`src/rtl/mdu_sched_pkg.sv`:
```
// Shared types and sizing helpers for the multiply/divide request scheduler.
package mdu_sched_pkg;

    typedef enum logic [2:0] {
        IDLE      = 3'd0,
        ISSUE     = 3'd1,
        WAIT_BUSY = 3'd2,
        WAIT_DONE = 3'd3,
        RESPOND   = 3'd4
    } sched_state_e;

    localparam int DATA_W_DEF = 64;

    // Result carries the full double-width product plus one status/sign bit.
    function automatic int RES_W(input int w);
        return 2 * w + 1;
    endfunction

endpackage

```
`src/rtl/mdu_rr_scheduler_rr_arbiter.sv`:
```
// Combinational round-robin arbiter: scans from rr_ptr upward (mod NUM_REQ)
// and returns the first requester found as one-hot grant plus binary index.
module rr_arbiter #(
    parameter int NUM_REQ = 4,
    parameter int IDX_W   = $clog2(NUM_REQ)
) (
    input  logic [NUM_REQ-1:0] req,
    input  logic [IDX_W-1:0]   rr_ptr,
    output logic [NUM_REQ-1:0] grant,
    output logic [IDX_W-1:0]   grant_idx,
    output logic               grant_valid
);

    logic [IDX_W-1:0] pos_s;
    logic             take_s;
    logic             found_s;

    // Rotating priority scan; each position is visited exactly once
    always_comb begin
        grant     = {NUM_REQ{1'b0}};
        grant_idx = {IDX_W{1'b0}};
        found_s   = 1'b0;
        pos_s     = {IDX_W{1'b0}};
        take_s    = 1'b0;
        for (int k = 0; k < NUM_REQ; k++) begin
            pos_s        = IDX_W'((int'(rr_ptr) + k) % NUM_REQ);
            take_s       = req[pos_s] & ~found_s;
            grant[pos_s] = take_s;
            grant_idx    = take_s ? pos_s : grant_idx;
            found_s      = found_s | take_s;
        end
        grant_valid = found_s;
    end

endmodule

```
`src/rtl/mdu_rr_scheduler.sv`:
```
// Round-robin scheduler sharing one multiply/divide unit among NUM_REQ clients.
// Optional MDU_RR_SCHEDULER_PERF_EN adds saturating perf_ops/perf_busy counters.
module mdu_rr_scheduler
    import mdu_sched_pkg::*;
#(
    parameter int NUM_REQ = 4,
    parameter int DATA_W  = DATA_W_DEF
) (
    input  logic                        clk,
    input  logic                        reset,
    input  logic [NUM_REQ-1:0]          req_valid,
    output logic [NUM_REQ-1:0]          req_ready,
    input  logic [NUM_REQ*DATA_W-1:0]   req_a,
    input  logic [NUM_REQ*DATA_W-1:0]   req_b,
    input  logic [NUM_REQ-1:0]          req_m_d,
    output logic [NUM_REQ-1:0]          rsp_valid,
    input  logic [NUM_REQ-1:0]          rsp_ready,
    output logic [2*DATA_W:0]           rsp_result,
    output logic [DATA_W-1:0]           mdu_a,
    output logic [DATA_W-1:0]           mdu_b,
    output logic                        mdu_m_d,
    output logic                        mdu_start,
    input  logic [2*DATA_W:0]           mdu_result,
    input  logic                        mdu_ready
`ifdef MDU_RR_SCHEDULER_PERF_EN
    ,
    output logic [31:0]                 perf_ops,
    output logic [31:0]                 perf_busy
`endif
);

    localparam int IDX_W     = $clog2(NUM_REQ);
    localparam int RES_WIDTH = RES_W(DATA_W);

    sched_state_e           state_r;
    sched_state_e           state_s;
    logic [IDX_W-1:0]       rr_ptr_r;
    logic [IDX_W-1:0]       owner_r;
    logic [IDX_W-1:0]       grant_idx_s;
    logic [IDX_W-1:0]       next_ptr_s;
    logic [NUM_REQ-1:0]     grant_s;
    logic [NUM_REQ-1:0]     owner_onehot_s;
    logic [NUM_REQ-1:0]     rsp_valid_r;
    logic                   grant_valid_s;
    logic                   accept_s;
    logic                   capture_s;
    logic                   rsp_hs_s;
    logic [DATA_W-1:0]      sel_a_s;
    logic [DATA_W-1:0]      sel_b_s;
    logic                   sel_m_d_s;
    logic [DATA_W-1:0]      mdu_a_r;
    logic [DATA_W-1:0]      mdu_b_r;
    logic                   mdu_m_d_r;
    logic                   mdu_start_r;
    logic [RES_WIDTH-1:0]   result_r;

    rr_arbiter #(
        .NUM_REQ (NUM_REQ),
        .IDX_W   (IDX_W)
    ) u_arb (
        .req         (req_valid),
        .rr_ptr      (rr_ptr_r),
        .grant       (grant_s),
        .grant_idx   (grant_idx_s),
        .grant_valid (grant_valid_s)
    );

    // Next-state decode and handshake strobes
    always_comb begin
        state_s   = state_r;
        accept_s  = 1'b0;
        capture_s = 1'b0;
        rsp_hs_s  = 1'b0;
        case (state_r)
            IDLE: begin
                if (grant_valid_s) begin
                    accept_s = 1'b1;
                    state_s  = ISSUE;
                end else begin
                    state_s  = IDLE;
                end
            end
            ISSUE: begin
                state_s = WAIT_BUSY;
            end
            WAIT_BUSY: begin
                if (!mdu_ready) begin
                    state_s = WAIT_DONE;
                end else begin
                    state_s = WAIT_BUSY;
                end
            end
            WAIT_DONE: begin
                if (mdu_ready) begin
                    capture_s = 1'b1;
                    state_s   = RESPOND;
                end else begin
                    state_s   = WAIT_DONE;
                end
            end
            RESPOND: begin
                if (rsp_ready[owner_r]) begin
                    rsp_hs_s = 1'b1;
                    state_s  = IDLE;
                end else begin
                    state_s  = RESPOND;
                end
            end
            default: begin
                state_s = IDLE;
            end
        endcase
    end

    // Accept strobe is only offered from IDLE and is held off while reset is asserted
    always_comb begin
        req_ready = {NUM_REQ{1'b0}};
        if ((state_r == IDLE) && !reset) begin
            req_ready = grant_s;
        end else begin
            req_ready = {NUM_REQ{1'b0}};
        end
    end

    // Operand mux driven by the one-hot grant, plus owner decode and pointer rotate
    always_comb begin
        sel_a_s        = {DATA_W{1'b0}};
        sel_b_s        = {DATA_W{1'b0}};
        sel_m_d_s      = 1'b0;
        owner_onehot_s = {NUM_REQ{1'b0}};
        for (int i = 0; i < NUM_REQ; i++) begin
            sel_a_s   = sel_a_s | (req_a[i*DATA_W +: DATA_W] & {DATA_W{grant_s[i]}});
            sel_b_s   = sel_b_s | (req_b[i*DATA_W +: DATA_W] & {DATA_W{grant_s[i]}});
            sel_m_d_s = sel_m_d_s | (req_m_d[i] & grant_s[i]);
        end
        owner_onehot_s[owner_r] = 1'b1;
        if (int'(grant_idx_s) == (NUM_REQ - 1)) begin
            next_ptr_s = {IDX_W{1'b0}};
        end else begin
            next_ptr_s = grant_idx_s + IDX_W'(1);
        end
    end

    // FSM state register
    always_ff @(posedge clk) begin
        if (reset) begin
            state_r <= IDLE;
        end else begin
            state_r <= state_s;
        end
    end

    // Operand latch, start pulse, result capture and response valid
    always_ff @(posedge clk) begin
        if (reset) begin
            rr_ptr_r    <= {IDX_W{1'b0}};
            owner_r     <= {IDX_W{1'b0}};
            mdu_a_r     <= {DATA_W{1'b0}};
            mdu_b_r     <= {DATA_W{1'b0}};
            mdu_m_d_r   <= 1'b0;
            mdu_start_r <= 1'b0;
            result_r    <= {RES_WIDTH{1'b0}};
            rsp_valid_r <= {NUM_REQ{1'b0}};
        end else begin
            // start is high exactly during the ISSUE cycle following an accept
            mdu_start_r <= accept_s;
            if (accept_s) begin
                mdu_a_r   <= sel_a_s;
                mdu_b_r   <= sel_b_s;
                mdu_m_d_r <= sel_m_d_s;
                owner_r   <= grant_idx_s;
                rr_ptr_r  <= next_ptr_s;
            end
            if (capture_s) begin
                result_r    <= mdu_result;
                rsp_valid_r <= owner_onehot_s;
            end else if (rsp_hs_s) begin
                rsp_valid_r <= {NUM_REQ{1'b0}};
            end
        end
    end

    assign mdu_a      = mdu_a_r;
    assign mdu_b      = mdu_b_r;
    assign mdu_m_d    = mdu_m_d_r;
    assign mdu_start  = mdu_start_r;
    assign rsp_valid  = rsp_valid_r;
    assign rsp_result = result_r;

`ifdef MDU_RR_SCHEDULER_PERF_EN
    logic [31:0] perf_ops_r;
    logic [31:0] perf_busy_r;

    // Saturating completed-operation and busy-cycle counters
    always_ff @(posedge clk) begin
        if (reset) begin
            perf_ops_r  <= 32'd0;
            perf_busy_r <= 32'd0;
        end else begin
            if (rsp_hs_s && (perf_ops_r != 32'hFFFF_FFFF)) begin
                perf_ops_r <= perf_ops_r + 32'd1;
            end
            if ((state_r != IDLE) && (perf_busy_r != 32'hFFFF_FFFF)) begin
                perf_busy_r <= perf_busy_r + 32'd1;
            end
        end
    end

    assign perf_ops  = perf_ops_r;
    assign perf_busy = perf_busy_r;
`endif

endmodule

```
`config.mk`:
```
export PLATFORM = sky130hd
export DESIGN_NAME = mdu_rr_scheduler
export DESIGN_NICKNAME = d
export VERILOG_FILES = /design/src/rtl/mdu_sched_pkg.sv /design/src/rtl/mdu_rr_scheduler_rr_arbiter.sv /design/src/rtl/mdu_rr_scheduler.sv
export SDC_FILE = /design/constraint.sdc
export NUM_CORES = 1
export LEC_CHECK = 0
export BUFFER_PORTS_ARGS = -buffer_cell sky130_fd_sc_hd__clkbuf_2
export CELL_PAD_IN_SITES_DETAIL_PLACEMENT = 0
export CELL_PAD_IN_SITES_GLOBAL_PLACEMENT = 2
export CORE_AREA = 2 2 361 363
export DETAILED_ROUTE_END_ITERATION = 10
export DIE_AREA = 0 0 363 365
export PLACE_DENSITY_LB_ADDON = 0.25
export SLEW_MARGIN = 20
export SYNTH_ARGS = -nofsm -noshare
export SYNTH_HDL_FRONTEND = slang
export SYNTH_SLANG_ARGS = --single-unit
```
`constraint.sdc`:
```
create_clock -name clk -period 3.2 [get_ports clk]
set_input_delay 0.32 -clock clk [delete_from_list [all_inputs] [get_ports clk]]
set_output_delay 0.32 -clock clk [all_outputs]
set_load 0.005 [all_outputs]
```
======== Yosys cells after proc, flatten, opt, wreduce, memory -nomap -nowiden ========
Cells that the tools add are included.
storage, ports and cells
  register bits after elaboration ......... 270
  input bits .............................. 656
  word-level logic and storage cells ...... 110
cells by class
  add/subtract/negate cells ............... 4
  magnitude comparators ................... 10
  eq/ne operators ......................... 5
  mux-type cells .......................... 42
  bitwise logic cells ..................... 31
  reduce and logical (&&, ||, !) cells .... 9
operators by type and width
  cell                                                                                 count
  64-bit bitwise AND                                                                   8
  64-bit OR                                                                            6
  1-bit two-way mux                                                                    18
  2-bit by 3-bit < comparator with 1-bit output, second input constant                 5
  3-bit case mux with 5 select lines                                                   1
  4-bit bitwise mux                                                                    3
  4-bit two-way mux                                                                    3
  1-bit binary-select mux with 2-bit select                                            5
  1-bit demux with 2-bit select                                                        5
  2-bit by 1-bit greater-or-equal comparator with 1-bit output, second input constant  5
  2-bit two-way mux                                                                    5
  1-bit bitwise AND                                                                    7
  3-bit by 2-bit == test with 1-bit output, second input constant                      2
  1-bit logical AND                                                                    6
  3-bit two-way mux                                                                    2
  1-bit OR                                                                             6
  2-bit by 1-bit adder with 2-bit output, second input constant                        2
  2-bit adder, second input constant                                                   2
  4-bit bitwise AND                                                                    1
  3-bit by 1-bit == test with 1-bit output, second input constant                      1
  3-bit == test, second input constant                                                 1
  3-bit logical NOT                                                                    1
  1-bit inverter                                                                       3
  2-bit by 1-bit == test with 1-bit output, second input constant                      1
  other kinds (2)                                                                      2

======== Longest topological paths before layout ========
Gate-level depths: netlist of the first run.
  word-level depth ........................ 15
  depth in mapped cells ................... 12
  mapped depth without buffers ............ 8

======== Modules after synthesis ========
A second synthesis of the first run with hierarchy kept.
second synthesis, totals
  cells, all modules ...................... 1416
  area total of the unflattened synthesis .. 12599.6 um^2
by module, submodules not included
  module            instances  cells each  area an instance (um^2)
  mdu_rr_scheduler  1          1359        12102.9
  rr_arbiter        1          57          496.7

======== Worst setup path before layout of the first run ========
Ideal clock, no wire load.
  kind .................................... register -> register
  start ................................... register with a tool-made name
  end ..................................... register mdu_a_r[0], in the netlist mdu_a[0]
  setup time .............................. 0.134 ns
  data arrival time ....................... 2.874 ns
  data required time ...................... 3.066 ns
  setup slack ............................. 0.192 ns
  cell stages (with the launch flop) ...... 13
  path buffers ............................ 4
  cell sequence ........................... dfxtp_1 -> buf_6 -> inv_1 -> ha_1 -> buf_6 -> mux4_2 -> nor2b_4 -> a22o_1 -> a32o_1 -> buf_2 -> buf_2 -> a222oi_1 -> a211oi_1
RTL lines
  item                  line                     text
  to (signal assigned)  mdu_rr_scheduler.sv:158  mdu_a_r <= {DATA_W{1'b0}};
  to (signal assigned)  mdu_rr_scheduler.sv:168  mdu_a_r <= sel_a_s;
  to (decl)             mdu_rr_scheduler.sv:51   logic [DATA_W-1:0] mdu_a_r;

==> metrics.md, run 1 <==
| Metric | Value |
|---|---|
| Status | completed |
| WHS | 0.0468 ns |
| Fmax | around 0.31 GHz |
| Detailed Routing Iterations Pass 1 | 10 |
| CP Cell Sequence | inv_2 -> ha_4 -> mux4_2 -> nor2b_4 -> a2bb2o_4 -> a32o_4 -> buf_12 -> a222oi_1 -> buf_4 -> a211oi_1 |
| CTS tree | built |
| Routed wire per std cell | approximately 22 um |
| Number of fill cells | around 15,000 |
| Final #Nets | roughly 3,100 |
| Post-synth EDFFs | 0 |
| Avg Inst Size Synth | between 8 and 9 um^2 |
| Synthesized cell area | about 12,000 um^2 |
| Critical setup path kind | reg -> reg |
| Peak VDD IR | 457 uV |
| Slew Limit Headroom | 0.449 |
| Fin. max-slew vios | 0 |
| Area Growth Syn to Fin | 82.4% |
| Total wire length | around 90,000 um |
| Sequential share of the synthesized area | 0.451 |
| Cells after Synth | 1,439 |
| Seq cells post-synth | 270 |
| Largest net degree at the start of global routing | 110 |
| Yosys warning total | 0 |
| Die area | roughly 130,000 um^2 |
| Clk slew on worst S/H paths | 0.06 ns |
| Share of the synthesized area in the top cell type | 0.451 |
| I/O Pins | 923 |
| Die X | around 360 um |
| Post-DP HPWL | roughly 70,000 um |
| DRT antenna net count | 0 |
| Vias per Instance | 3.79 |
| Critical path's top delay family | compound AO/OA/AOI/OAI gates |
| Final critical-path share of the clock period | 0.995 |
| Initial core utilization | 0.0932 |
| Vias in the first global route | between 15,000 and 20,000 |
| Total GRT Usage | 0.130 |
| Number of I/O port buffers | about 900 |
| Core Area | about 130,000 um^2 |
| Power Density | around 760 nW/um^2 |
| CP endpoint kind | register |
| Worst EP required | between 3 and 4 ns |
| Slew of the pin with the lowest slew margin | a little over 0.8 ns |
| Root Buffer | clkbuf_16 |
| Pleak | about 9.4 nW |
| Finished Layout Cells | between 4,000 and 5,000 |
| Final Skew | 0.0217 ns |
| Final Hold Fails | 0 |
| GR Overflow Total | 0 |
| Startpoint class of the critical path | register |
| Max-Cap Viols | 0 |
| Buf/Inv on CP | 3 |
| CP Max Fanout | 38 |
| Area leader, netlist | dfxtp_1 |
| Layout cells sized above 1 | 0.435 |
| Final GP Congestion | approximately 0.77 |
| Slowest-stage cell, CP | a222oi_1 |
| Min Tclk post-route | around 3.2 ns |
| Row Count | 132 |
| Initial antenna violation count | 42 |
| Mapped Nets | 2,099 |
| Clock Sinks | 270 |
| Synth async-reset ratio | 0 |
| CP Data Arrival Time | roughly 3.6 ns |
| Worst-Skew Late Latency | between 0.5 and 0.6 ns |
| Clock buffer depth | 3 |
| CTS H-tree depth | 2 |
| RSZ-0062 raised after global routing | yes |
| Num CTS Buffers | 40 |
| DRT iter0 DRCs | between 1,000 and 1,500 |
| Yosys cell types | between 40 and 50 |
| Top cells by area, synth | dfxtp_1, a21oi_1, a222oi_1 |
| Die height | 365 um |
| Post-synth top flop | dfxtp_1 |
| Largest stage delay on the critical path | around 0.67 ns |
| HP Class | in -> reg |
| Remaining DRCs | 0 |
| Cell count after placement | slightly below 4,000 |
| Final setup violation count | 0 |
| Via count | roughly 16,000 |
| First-pass GRT wire length | ~120,000 um |
tightest hold or removal path, delay by kind of cell:
kind	cells	cell delay, ns
AND/OR/NAND/NOR	1	0.11
buffers and inverters	1	0.08
AO/OA/AOI/OAI	1	0.07
flip-flops by register name, summed over array words and instances, names as in the netlist, named ones only:
| name | cells |
|---|---|
| rsp_valid | 4 |
| mdu_start | 1 |
| mdu_m_d | 1 |
| mdu_b | 64 |
| owner_r | 2 |
| rr_ptr_r | 1 |
| state_r | 3 |
| mdu_a | 64 |
| rsp_result | 129 |
cells in the final DEF, fill, tap and decap left out, types with 4 or more instances in the layout:
| cell | count |
|---|---|
| a222oi_1 | 129 |
| dlygate4sd3_1 | 155 |
| buf_12 | 20 |
| a211oi_1 | 131 |
| clkbuf_2 | 917 |
| clkinv_2 | 4 |
| clkbuf_1 | 6 |
| buf_4 | 53 |
| a21oi_1 | 272 |
| o22ai_1 | 4 |
| buf_6 | 5 |
| nor2_1 | 144 |
| dfxtp_1 | 268 |
| diode_2 | 11 |
| nand2b_1 | 6 |
| mux4_2 | 5 |
| clkbuf_8 | 12 |
| clkbuf_16 | 41 |
| o21ai_0 | 6 |
| nand2_1 | 260 |
layout make-up:
class / instances / area, um^2 / share of cell area
Clock inverter: 9 / 82.6 / 0.00377
Multi-Input combinational cell: 1013 / 5980 / 0.273
Timing Repair Buffer: 1155 / 7070 / 0.323
Sequential cell: 270 / 5410 / 0.247
Tap cell: 1675 / 2100 / 0.0958
Clock buffer: 59 / 1210 / 0.0555
Antenna cell: 11 / 27.5 / 0.00126
Inverter: 2 / 7.51 / 0.000343
per-layer routing:
layer / up-vias / global-route usage / part of all wire
li1: 7493 / - / -
met4: 26 / 0.0418 / 0.026
met2: 707 / 0.215 / 0.47
met3: 132 / 0.0453 / 0.087
met5: - / 0 / 0.0019
met1: 7519 / 0.159 / 0.41
through the flow:
stage               utilization  total power [W]  setup WS (ns)  cell area, um^2  setup TNS [ns]
floorplan                     -          0.00806          0.192            12000               0
global placement          0.146           0.0119        -0.0698            18800         -0.0698
detailed placement        0.146           0.0118        -0.0775            18800         -0.0775
CTS                       0.169           0.0171        -0.0607            21800          -0.189
global route              0.170           0.0177         -0.105            21900          -0.313
finish                    0.170           0.0166         0.0169            21900               0
logic make-up after synthesis:
kind of cell / count (synthesis) / share of synthesized area
muxes: 12 / 0.0166
AOI/OAI and AO/OA: 562 / 0.323
and+or+nand+nor: 434 / 0.144
DFF: 270 / 0.451
adders and majority gates: 4 / 0.00417
xor gates and xnor gates: 1 / 0.000730
buffers and inverters: 156 / 0.0608
report_power, final:
part	internal, W	total, W	switching, W
clock network	0.00269	0.00454	0.00185
logic	0.00320	0.00763	0.00443
registers	0.00396	0.00438	0.000421
synthesized netlist by cell type, types with 2 or more instances:
| library cell | instances |
|---|---|
| o31ai_1 | 2 |
| inv_1 | 2 |
| nor3_1 | 2 |
| buf_6 | 13 |
| ha_1 | 4 |
| a22oi_1 | 2 |
| mux2i_1 | 3 |
| nor2_1 | 144 |
| a211oi_1 | 131 |
| buf_1 | 4 |
| a222oi_1 | 129 |
| a21oi_1 | 273 |
| mux2_2 | 3 |
| mux4_2 | 5 |
| or4_1 | 2 |
| o21ai_0 | 6 |
| and3_1 | 3 |
| clkbuf_1 | 100 |
| dfxtp_1 | 270 |
| a32o_1 | 4 |
| nand2_1 | 260 |
| buf_2 | 37 |
| o22ai_1 | 4 |
| nor2b_1 | 5 |
| nand3b_1 | 3 |
| nand2b_1 | 7 |
repair_timing:
| item | 4_1_cts | 5_1_grt |
|---|---|---|
| hold endpoints to repair | 155 | 0 |
| gates resized for setup | 15 | 17 |
| gates cloned | 1 | 0 |
| setup buffers | 11 | 3 |
| setup endpoints to repair | 6 | 50 |
| pin swaps | 5 | 5 |
| hold buffers | 155 | 0 |
path summary, 6_finish.rpt:
path	from	end	slack [ns]	cells past startpoint
min	mdu_result[30]	rsp_result[30]	0.05	3
min reg2reg	rsp_result[69]	rsp_result[69]	0.45	2
max reg2reg	register	mdu_a[19]	0.02	10
max	register	mdu_a[19]	0.02	10
No activity file was read; power rests on OpenSTA's default activity.
==> inputs of run 2 (changes only) <==
- CORE_AREA: 2 2 361 363 -> 2 2 360 362
- DIE_AREA: 0 0 363 365 -> 0 0 362 364
- SYNTH_HIERARCHICAL: not set -> 1
==> metrics.md, run 2 <==
| Metric | Value |
|---|---|
| CTS H-tree depth | 2 (unchanged) |
| Synth async-reset ratio | 0 (unchanged) |
| Startpoint class of the critical path | register (unchanged) |
| Initial antenna violation count | 37 (was 42) |
| Die area | 132,000 um^2 (about the same) |
| Row Count | 132 (unchanged) |
| Yosys warning total | 6 (was 0) |
| Final Hold Fails | 0 (unchanged) |
| Clock Sinks | 270 (unchanged) |
| Max FFs per register | 129 (unchanged) |
| Yosys cell types | 40 (was 47) |
| Post-DP HPWL | 69,800 um (was 68,600 um) |
| Int Pwr | 0.0114 W (was 0.00985 W) |
| Total wire length | 90,000 um (was 91,800 um) |
| Mapped Nets | 2,080 (was 2,099) |
| Power Density | 880 nW/um^2 (was 757 nW/um^2) |
| Final setup violation count | 0 (unchanged) |
| Combinational share of power | 0.529 (was 0.461) |
| Fin. max-slew vios | 0 (unchanged) |
| Synthesized cell area | 12,600 um^2 (was 12,000 um^2) |
| Clk pwr share | 0.236 (was 0.274) |
| Root Buffer | clkbuf_16 (unchanged) |
| Finished Layout Cells | 4,186 (was 4,194) |
| Post-synth EDFFs | 0 (unchanged) |
| Worst-Skew Late Latency | 0.61 ns (was 0.59 ns) |
| Clock buffer depth | 3 (unchanged) |
| GR Overflow Total | 0 (unchanged) |
| Worst EP required | 3.64 ns (was 3.63 ns) |
| Min Tclk post-route | 3.10 ns (was 3.18 ns) |
| Most common cell after layout, fill and taps aside | clkbuf_2 (unchanged) |
| Final instance area | 22,700 um^2 (was 21,900 um^2) |
| Seq pwr share | 0.235 (was 0.265) |
| P_sw | 0.00860 W (was 0.00670 W) |
| Avg Inst Size Synth | 8.90 um^2 (was 8.34 um^2) |
| Max-Cap Viols | 0 (unchanged) |
| Final #Nets | 3,138 (was 3,142) |
| Via count | 15,800 (was 15,900) |
| DP Area | 19,500 um^2 (was 18,800 um^2) |
| DRT iter0 DRCs | 788 (was 1,306) |
| Core Area | 128,000 um^2 (was 129,000 um^2) |
| Critical setup path kind | reg -> reg (unchanged) |
| CP Data Arrival Time | 3.54 ns (was 3.61 ns) |
| Remaining DRCs | 0 (unchanged) |
| Finished Core Util | 0.177 (was 0.170) |
| Share of the synthesized area in the top cell type | 0.429 (was 0.451) |
| Fmax | 0.323 GHz (was 0.314 GHz) |
| DRT antenna net count | 0 (unchanged) |
| Met1 usage | 0.138 (was 0.159) |
| Total GRT Usage | 0.129 (was 0.130) |
| Final critical-path share of the clock period | 0.968 (was 0.995) |
| Cell count after placement | 3,934 (was 3,947) |
| Area leader, netlist | dfxtp_1 (unchanged) |
| CTS tree | built (unchanged) |
| Num CTS Buffers | 43 (was 40) |
| Sequential share of the synthesized area | 0.429 (was 0.451) |
| I/O Pins | 923 (unchanged) |
| Area Growth Syn to Fin | 79.9% (was 82.4%) |
| Slew of the pin with the lowest slew margin | 0.763 ns (was 0.821 ns) |
| Most frequent cells in the layout | clkbuf_2, dfxtp_1, nand2_1, a22oi_1, dlygate4sd3_1 (was clkbuf_2, a21oi_1, dfxtp_1, nand2_1, dlygate4sd3_1) |
| Final Skew | 0.0266 ns (was 0.0217 ns) |
| CP Max Fanout | 33 (was 38) |
| Clk slew on worst S/H paths | 0.06 ns (about the same) |
| Vias in the first global route | 16,500 (was 16,400) |
| Largest net degree at the start of global routing | 100 (was 110) |
| Post-synth top flop | dfxtp_1 (unchanged) |
| Initial core utilization | 0.0982 (was 0.0932) |
| Routed wire per std cell | 21.5 um (was 21.9 um) |
| Detailed Routing Iterations Pass 1 | 6 (was 10) |
| HP Class | in -> reg (unchanged) |
| Die height | 364 um (was 365 um) |
| Peak VDD IR | 496 uV (was 457 uV) |
| First-pass GRT wire length | 123,000 um (was 124,000 um) |
| Most common cell in the netlist | dfxtp_1 (was a21oi_1) |
| CP endpoint kind | register (unchanged) |
| Final GP Congestion | 0.832 (was 0.771) |
| Number of I/O port buffers | 922 (unchanged) |
| Layout cells sized above 1 | 0.471 (was 0.435) |
| Die X | 362 um (was 363 um) |
| Grt peak-use layer | met2 (unchanged) |
| Status | completed (unchanged) |
| RSZ-0062 raised after global routing | yes (unchanged) |
| Top cells by count, synth | dfxtp_1, nand2_1, a22oi_1, a21oi_1, clkbuf_1 (was a21oi_1, dfxtp_1, nand2_1, nor2_1, a211oi_1) |
| Net Sw Frac | 0.431 (was 0.405) |
| Seq cells post-synth | 270 (unchanged) |
| Met3 Track Usage GR | 0.0379 (was 0.0453) |
| Slew Limit Headroom | 0.491 (was 0.449) |
| Met2 GRT Util | 0.246 (was 0.215) |
| Cells after Synth | 1,416 (was 1,439) |
| Top cells by area, synth | dfxtp_1, a22oi_1, a221oi_2 (was dfxtp_1, a21oi_1, a222oi_1) |
| Pleak | 9.78 nW (was 9.41 nW) |
| Vias per Instance | 3.77 (was 3.79) |
## run 2: cell count changes in the layout (fill, tap and decap cells not counted), sizes merged, moves of 7 or more
cell         change
a222oi         -129
nand2b          +49
clkinv           +7
a211oi          -56
dlygate4sd3      -7
nand3b           +8
a21oi          -136
buf              +8
nor2            -60
a22oi          +185
a221oi         +128
## run 2: path summary, 6_finish.rpt
kind              cells after the start           start        endpoint  slack, ns
setup reg to reg                     11     rr_ptr_r[0]       mdu_a[23]       0.10
setup / recovery                     11     rr_ptr_r[0]       mdu_a[23]       0.10
hold / removal                        3      req_a[172]       mdu_a[44]       0.06
hold reg to reg                       2  rsp_result[28]  rsp_result[28]       0.45
## run 2: metrics by stage
step / setup TNS, ns / power, W / worst slack [ns] / hold slack (ns)
global route: -0.0769 / 0.0214 / -0.0420 / 0.0264
floorplan: 0 / 0.0100 / 0.0327 / 0.409
detailed placement: 0 / 0.0149 / 0.0760 / 0.446
CTS: 0 / 0.0204 / 0.00727 / 0.000344
finish: 0 / 0.0200 / 0.101 / 0.0634
global placement: 0 / 0.0147 / 0.129 / 0.441
## run 2: cells by family after synthesis
logic type,count (synthesis),share of synthesized area
adder cells (fa/ha/maj),8,0.00794
flip-flops,270,0.429
AND/OR/NAND/NOR,431,0.149
buffers and inverters,154,0.0546
multiplexers,7,0.0109
AO/OA/AOI/OAI,546,0.349
## run 2: cell type report
cell class / count / area, um^2
fillers: 14500 / 106000
repair buffers: 1161 / 7130
multi-input cells: 993 / 6610
flip-flops and latches: 270 / 5410
well taps: 1675 / 2100
clock buffers: 61 / 1210
clock inverters: 14 / 166
inverters: 5 / 21.3
diodes: 7 / 17.5
## run 2: critical path, cell delays in order (launching register included)
cell      delay (ns)
dfxtp_4         0.37
buf_6           0.13
mux4_2          0.57
buf_4           0.19
nand3b_1        0.07
a21o_1          0.15
a22oi_2         0.08
buf_4           0.16
buf_12          0.15
buf_12          0.18
a22oi_1         0.64
a22oi_1         0.19
## run 2: repair_timing
action                                 CTS  global route
pin swaps                                5             8
hold buffers                           148             0
cloned                                   3             1
endpoints found under the hold margin  143             0
setup endpoints to repair                4             6
buffers inserted                        11             7
resized for setup                       10             8
## run 2: power by group through the flow
stage                     Sequential, W  Clock [W]  Combinational, W
after global routing            0.00477    0.00513            0.0115
after floorplan                 0.00463          0           0.00541
after global placement          0.00474          0            0.0100
after detailed placement        0.00474          0            0.0101
after CTS                       0.00468    0.00502            0.0107
final                           0.00468    0.00471            0.0106
## run 2: per-layer routing
metal | up-vias | routed length, um
met3 | 142 | 6090
met2 | 605 | 48000
met1 | 7596 | 33600
li1 | 7435 | -
met5 | - | 41
met4 | 6 | 2240
